$ cat src/rtl/psg_multi_voice.sv
`default_nettype none
// ============================================================================
// Module   : psg_multi_voice
// Purpose  : NUM_TONE square-wave voices plus one LFSR noise voice, each with
//            a 4-bit attenuator, mixed and delivered as a 1-bit PWM stream.
// Revision : 1.0
// ============================================================================
module psg_multi_voice #(
    parameter int NUM_TONE = 3,
    parameter int TONE_W   = 10,
    parameter int LFSR_W   = 16,
    parameter int TAP      = 3,
    parameter int CLK_DIV  = 16,
    parameter int PWM_W    = 8
) (
    input  logic       CLK,
    input  logic       RST,
    input  logic       nWE,
    input  logic       nCE,
    input  logic [7:0] D,
    output logic       READY,
    output logic       AOUT
);
    localparam int SUM_W = 8 + $clog2(NUM_TONE + 1);
    localparam int PRE_W = $clog2(CLK_DIV);
    localparam logic [LFSR_W-1:0] LFSR_SEED = {1'b1, {(LFSR_W-1){1'b0}}};
    localparam logic [2:0]        NOISE_CH  = 3'd7;

    function automatic logic [7:0] amp_of(input logic [3:0] att);
        case (att)
            4'd0:    amp_of = 8'd255;
            4'd1:    amp_of = 8'd203;
            4'd2:    amp_of = 8'd161;
            4'd3:    amp_of = 8'd128;
            4'd4:    amp_of = 8'd102;
            4'd5:    amp_of = 8'd81;
            4'd6:    amp_of = 8'd64;
            4'd7:    amp_of = 8'd51;
            4'd8:    amp_of = 8'd40;
            4'd9:    amp_of = 8'd32;
            4'd10:   amp_of = 8'd26;
            4'd11:   amp_of = 8'd20;
            4'd12:   amp_of = 8'd16;
            4'd13:   amp_of = 8'd13;
            4'd14:   amp_of = 8'd10;
            default: amp_of = 8'd0;
        endcase
    endfunction

    logic              wr_q, wr_d, wr_dly_q, wr_dly_d;
    logic [7:0]        d_q, d_d;
    logic              ready_q, ready_d;
    logic [2:0]        addr_ch_q, addr_ch_d;
    logic              addr_att_q, addr_att_d;
    logic              ptr_q, ptr_d;
    logic [3:0]        att_q [NUM_TONE+1];
    logic [3:0]        att_d [NUM_TONE+1];
    logic [TONE_W-1:0] tone_q [NUM_TONE];
    logic [TONE_W-1:0] tone_d [NUM_TONE];
    logic [TONE_W-1:0] tcnt_q [NUM_TONE];
    logic [TONE_W-1:0] tcnt_d [NUM_TONE];
    logic [NUM_TONE-1:0] tout_q, tout_d;
    logic [2:0]        ctrl_q, ctrl_d;
    logic [TONE_W-1:0] ncnt_q, ncnt_d;
    logic              nclk_q, nclk_d;
    logic [LFSR_W-1:0] lfsr_q, lfsr_d;
    logic [PRE_W-1:0]  pre_q, pre_d;
    logic [PWM_W-1:0]  pwm_cnt_q, pwm_cnt_d;
    logic [PWM_W-1:0]  level_q, level_d;
    logic              aout_q, aout_d;

    logic              w_accept, w_tick, w_fb;
    logic [TONE_W-1:0] w_nper;
    logic [SUM_W-1:0]  w_sum;
    logic [PWM_W-1:0]  w_level_mix;

    always_comb begin
        wr_d       = ~nWE & ~nCE;
        wr_dly_d   = wr_q;
        d_d        = D;
        w_accept   = wr_q & ~wr_dly_q;
        ready_d    = ~w_accept;
        w_tick     = (pre_q == PRE_W'(CLK_DIV - 1));
        pre_d      = pre_q + PRE_W'(1);
        addr_ch_d  = addr_ch_q;
        addr_att_d = addr_att_q;
        ptr_d      = ptr_q;
        att_d      = att_q;
        tone_d     = tone_q;
        tcnt_d     = tcnt_q;
        tout_d     = tout_q;
        ctrl_d     = ctrl_q;
        ncnt_d     = ncnt_q;
        nclk_d     = nclk_q;
        lfsr_d     = lfsr_q;
        w_fb       = ctrl_q[2] ? (lfsr_q[0] ^ lfsr_q[TAP]) : lfsr_q[0];

        case (ctrl_q[1:0])
            2'd0:    w_nper = TONE_W'(16);
            2'd1:    w_nper = TONE_W'(32);
            2'd2:    w_nper = TONE_W'(64);
            default: w_nper = tone_q[NUM_TONE-1];
        endcase

        if (w_tick) begin
            for (int i = 0; i < NUM_TONE; i++) begin
                if (tone_q[i] == '0) begin
                    tcnt_d[i] = '0;
                    tout_d[i] = 1'b1;
                end else if (tcnt_q[i] == '0) begin
                    tcnt_d[i] = tone_q[i] - TONE_W'(1);
                    tout_d[i] = ~tout_q[i];
                end else begin
                    tcnt_d[i] = tcnt_q[i] - TONE_W'(1);
                end
            end
            if (w_nper == '0) begin
                ncnt_d = '0;
            end else if (ncnt_q == '0) begin
                ncnt_d = w_nper - TONE_W'(1);
                nclk_d = ~nclk_q;
                // Shift only on the rising edge of the internal noise clock
                if (!nclk_q)
                    lfsr_d = (lfsr_q == '0) ? LFSR_SEED : {w_fb, lfsr_q[LFSR_W-1:1]};
            end else begin
                ncnt_d = ncnt_q - TONE_W'(1);
            end
        end

        // Register writes override the tick results for the same state
        if (w_accept) begin
            if (d_q[7]) begin
                addr_ch_d  = d_q[6:4];
                addr_att_d = d_q[3];
                ptr_d      = 1'b0;
            end else begin
                ptr_d = ~ptr_q;
                if (addr_att_q) begin
                    if (addr_ch_q == NOISE_CH)
                        att_d[NUM_TONE] = d_q[3:0];
                    for (int i = 0; i < NUM_TONE; i++)
                        if (addr_ch_q == 3'(i))
                            att_d[i] = d_q[3:0];
                end else if (addr_ch_q == NOISE_CH) begin
                    ctrl_d = d_q[2:0];
                    lfsr_d = LFSR_SEED;
                    ncnt_d = '0;
                end else begin
                    for (int i = 0; i < NUM_TONE; i++) begin
                        if (addr_ch_q == 3'(i)) begin
                            if (!ptr_q)
                                tone_d[i][6:0] = d_q[6:0];
                            else
                                tone_d[i][TONE_W-1:7] = d_q[TONE_W-8:0];
                        end
                    end
                end
            end
        end

        pwm_cnt_d = pwm_cnt_q + PWM_W'(1);
        level_d   = (pwm_cnt_q == {PWM_W{1'b1}}) ? w_level_mix : level_q;
        aout_d    = (pwm_cnt_q < level_q);
    end

    always_comb begin
        w_sum = '0;
        for (int i = 0; i < NUM_TONE; i++)
            if (tout_q[i])
                w_sum = w_sum + SUM_W'(amp_of(att_q[i]));
        if (lfsr_q[0])
            w_sum = w_sum + SUM_W'(amp_of(att_q[NUM_TONE]));
    end

    generate
        if (SUM_W > PWM_W) begin : g_level_shift
            assign w_level_mix = PWM_W'(w_sum >> (SUM_W - PWM_W));
        end else begin : g_level_pad
            assign w_level_mix = PWM_W'(w_sum);
        end
    endgenerate

    // wr resets high so a strobe already asserted at reset release is ignored
    always_ff @(posedge CLK or posedge RST) begin
        if (RST) begin
            wr_q       <= 1'b1;
            wr_dly_q   <= 1'b1;
            d_q        <= '0;
            ready_q    <= 1'b1;
            addr_ch_q  <= '0;
            addr_att_q <= 1'b0;
            ptr_q      <= 1'b0;
            for (int i = 0; i <= NUM_TONE; i++)
                att_q[i] <= 4'hF;
            for (int i = 0; i < NUM_TONE; i++) begin
                tone_q[i] <= '0;
                tcnt_q[i] <= '0;
            end
            tout_q     <= '0;
            ctrl_q     <= '0;
            ncnt_q     <= '0;
            nclk_q     <= 1'b0;
            lfsr_q     <= LFSR_SEED;
            pre_q      <= '0;
            pwm_cnt_q  <= '0;
            level_q    <= '0;
            aout_q     <= 1'b0;
        end else begin
            wr_q       <= wr_d;
            wr_dly_q   <= wr_dly_d;
            d_q        <= d_d;
            ready_q    <= ready_d;
            addr_ch_q  <= addr_ch_d;
            addr_att_q <= addr_att_d;
            ptr_q      <= ptr_d;
            att_q      <= att_d;
            tone_q     <= tone_d;
            tcnt_q     <= tcnt_d;
            tout_q     <= tout_d;
            ctrl_q     <= ctrl_d;
            ncnt_q     <= ncnt_d;
            nclk_q     <= nclk_d;
            lfsr_q     <= lfsr_d;
            pre_q      <= pre_d;
            pwm_cnt_q  <= pwm_cnt_d;
            level_q    <= level_d;
            aout_q     <= aout_d;
        end
    end

    assign READY = ready_q;
    assign AOUT  = aout_q;

endmodule
`default_nettype wire
$ cat config.mk
export PLATFORM = sky130hd
export DESIGN_NAME = psg_multi_voice
export DESIGN_NICKNAME = d
export VERILOG_FILES = /design/src/rtl/psg_multi_voice.sv
export SDC_FILE = /design/constraint.sdc
export NUM_CORES = 1
export LEC_CHECK = 0
export CELL_PAD_IN_SITES_DETAIL_PLACEMENT = 0
export CELL_PAD_IN_SITES_GLOBAL_PLACEMENT = 1
export CORE_MARGIN = 3
export CORE_UTILIZATION = 27
export DETAILED_ROUTE_END_ITERATION = 6
export MAX_ROUTING_LAYER = met4
export PLACE_DENSITY = 0.52
export REMOVE_ABC_BUFFERS = 1
export SLEW_MARGIN = 20
export SYNTH_ARGS = -nofsm -noshare
export SYNTH_HDL_FRONTEND = slang
export SYNTH_SLANG_ARGS = --single-unit
export TNS_END_PERCENT = 50
$ cat constraint.sdc
create_clock -name CLK -period 4.5 [get_ports CLK]
set_clock_uncertainty 0.1 [all_clocks]
set_input_delay 0.45 -clock CLK [delete_from_list [all_inputs] [get_ports CLK]]
set_output_delay 0.45 -clock CLK [all_outputs]
set_load 0.05 [all_outputs]
==> run summary <==
Status - finished, violations left
Failing checks - negative setup slack
Number of register bits inferred by synthesis - 146
Delay of the slowest cell on the worst path - 0.55 ns
Synth warnings - 0
Routed wire length - 24.0 mm
Critical Path Sink Type - register
Tmin final - 4.82 ns
Required time of the critical path - 4.72 ns
Count of buffers inserted at the top-level ports - 13
Number of global-route vias before repair - 7661
Vertical die dimension - 191 um
Highest-delay cell along the critical path - sky130_fd_sc_hd__dfstp_2
Starting density of the core - 0.274
CP Max Fanout - 4
Initial drt markers - 297
DRC - 0
Final HPWL DP - 16.8 mm
Post-route antenna net violation count - 0
Via/cell ratio - 4.81
Ratio of cells with drive above 1 in the final layout - 0.269
Total clock sinks - 146
Final RePlAce weighted congestion - 0.764
Overall routing resource usage - 0.143
Max transition margin - 0.518
Worst min-delay path category - reg -> reg
Synthesized instance count - 1006
Number of non-filler instances in the completed layout - 1565
Peak clock frequency supported by timing - 0.207 GHz
Hold_buf cts - 0
Pin count of the biggest net entering global routing - 75
Std-Cell Core Area - 33600 um2
Mean routed wirelength per cell - 15.3 um
Total standard cell area after synthesis - 9210 um2
Die area - 36400 um2
Wire length of the first global-routing pass - 40.6 mm
Horizontal die dimension - 191 um
Number of cell rows - 67
Number of buffers on the longest clock path - 2
Finish-stage setup viols - 7
Reported max-cap violation count - 0
Fraction of the yosys area taken by sequential cells - 0.399
Nature of the critical path startpoint - register
Crit Path Class - reg -> reg
Pins over their slew limit - 0
Reg clk slew, reported paths - 0.07 ns
Number of endpoints with negative hold slack in the final report - 0
Final #Nets - 1173
Setup slack of the worst register-to-register path - -0.32 ns
Transition time at the pin with the least slew margin - 0.723 ns
Relative area change from synthesis to final layout - 24.8%
Ant. Diodes - 0
Count of flip-flops with a built-in enable after synthesis - 0
Post-synth cell types - 69
Number of antenna violations at the first check in global routing - 0
Number of top-level pins - 14
Most frequent cell on the critical path - sky130_fd_sc_hd__ha_4
Post-route worst setup slack - -0.324 ns
Final cycle utilization of the critical path - 1.07
Setup TNS - -1.33 ns
Primary FF master, synth - sky130_fd_sc_hd__dfrtp_1
Fraction of synthesis flops using an asynchronous set or reset pin - 1.00
CTS tree - yes
List of cells traversed by the critical path - inv_4 -> buf_6 -> ha_4 -> and2_4 -> o21ai_2 -> nor2_1 -> ha_2 -> fa_2 -> a21o_1 -> a21oi_2 -> xnor2_1 -> mux2_4 -> ha_4 -> o21a_1 -> a22oi_1 -> mux2_4 -> ha_4 -> or3_4 -> a211oi_4 -> nor3_2 -> or3_1 -> nand3_1 -> o21ai_1
Clock latency of the later-clocked register in the worst-skew pair - 0.43 ns
Post-Syn Area per Cell - 9.16 um2
Max H-tree Level - 4
Clock tree root buffer cell - sky130_fd_sc_hd__clkbuf_16
Finished Core Util - 0.342
Total global routing overflow - 0
Number of detailed-route iterations in the first pass - 7
Worst hold slack - 0.287 ns
Via total after detailed routing - 7526
RSZ-0062 raised after global routing - true
Total CTS buffers - 17
Data arrival time at the worst-slack endpoint - 5.05 ns
Cells after DPL - 1515
logic make-up after synthesis:
logic type / after synthesis / share of synthesized area
XOR/XNOR: 25 / 0.0238
AO/OA/AOI/OAI: 284 / 0.192
adder cells (fa/ha/maj): 57 / 0.0790
multiplexers: 83 / 0.0985
AND/OR/NAND/NOR: 331 / 0.173
flip-flops: 146 / 0.399
buffers and inverters: 80 / 0.0348
metrics by stage:
| step | setup slack [ns] | area, um2 |
|---|---|---|
| 6_report | -0.324 | 11500 |
| 5_1_grt | -0.527 | 11500 |
| 4_1_cts | -0.325 | 11400 |
| 3_5_place_dp | -0.606 | 10400 |
| 3_3_place_gp | -0.543 | 10400 |
| 2_1_floorplan | -0.408 | 9040 |
final timing paths:
path / to / cells past startpoint / from
worst min register to register: wr_dly_q / 0 / wr_dly_d
min in group asynchronous: d_q[1] / 2 / RST
worst min-delay path: wr_dly_q / 0 / wr_dly_d
worst max register to register: level_q[6] / 23 / att_q[13]
worst max-delay path: level_q[6] / 23 / att_q[13]
max in group asynchronous: att_q[11] / 3 / RST
cells in the final DEF (no fill, tap or decap), drive strengths merged, types with 3 or more instances in the layout:
cell type and count:
a2111oi 4, a211oi 25, a21o 8, a21oi 66
a22o 8, a22oi 8, a31oi 17, and2 13
and3 8, buf 108, clkbuf 18, clkdlybuf4s50 13
clkinv 3, dfrtp 126, dfstp 20, ha 55
inv 46, mux2 61, mux2i 22, nand2 108
nand2b 11, nand3 21, nand3b 5, nor2 93
nor2b 11, nor3 23, nor4 11, o21a 8
o21ai 109, o21bai 6, o22ai 5, o31ai 7
or2 6, or3 9, xnor2 14, xor2 11
layout make-up:
| class | count | area, um2 |
|---|---|---|
| well taps | 448 | 561 |
| repair buffers | 121 | 960 |
| clock buffers | 18 | 439 |
| clock inverters | 14 | 143 |
| fillers | 3448 | 22100 |
| inverters | 38 | 150 |
| multi-input cells | 780 | 5570 |
| flip-flops and latches | 146 | 3680 |
layer usage:
layer | GRT usage | part of all wire | up-vias
met5 | - | 0 | -
met3 | 0.0267 | 0.018 | 14
met4 | 0.0358 | 0.0083 | 0
met1 | 0.196 | 0.51 | 3643
li1 | - | - | 3797
met2 | 0.220 | 0.47 | 72
sequential cells by signal, indices dropped and copies added, names as in the netlist, 3 cells and up:
register,count
addr_ch_q,3
pwm_cnt_q,8
lfsr_q,16
d_q,8
tone_q,30
ctrl_q,3
ncnt_q,10
tout_q,3
level_q,8
tcnt_q,30
att_q,16
pre_q,4
worst max-delay path: cells and delay by family, from the launching register on:
kind	cells	cell delay (ns)
buf+inv	2	0.16
compound gates	7	0.96
mux	2	0.56
xor+xnor	1	0.08
fa+ha+maj	5	1.21
flops	1	0.55
simple gates	6	1.09
synthesized netlist by cell type, drive strengths merged, types with 13 or more instances:
library cell | instances | area [um2]
and2 | 13 | 81.3
nor2 | 93 | 354
inv | 38 | 143
dfrtp | 126 | 3150
nor3 | 23 | 120
mux2 | 61 | 687
clkbuf | 28 | 105
dfstp | 20 | 526
buf | 14 | 72.6
mux2i | 22 | 220
xnor2 | 14 | 123
nand2 | 108 | 405
nand3 | 21 | 110
a211oi | 25 | 203
a31oi | 17 | 106
o21ai | 109 | 553
ha | 55 | 688
a21oi | 66 | 330
timing repair:
| item | 4_1_cts | 5_1_grt |
|---|---|---|
| gates resized for setup | 62 | 22 |
| pin swaps | 48 | 39 |
| setup endpoints to repair | 8 | 8 |
| buffers inserted | 14 | 4 |
Power is not shown: default switching activity piles up to over one toggle a cycle in this logic, so the estimate is an artifact.
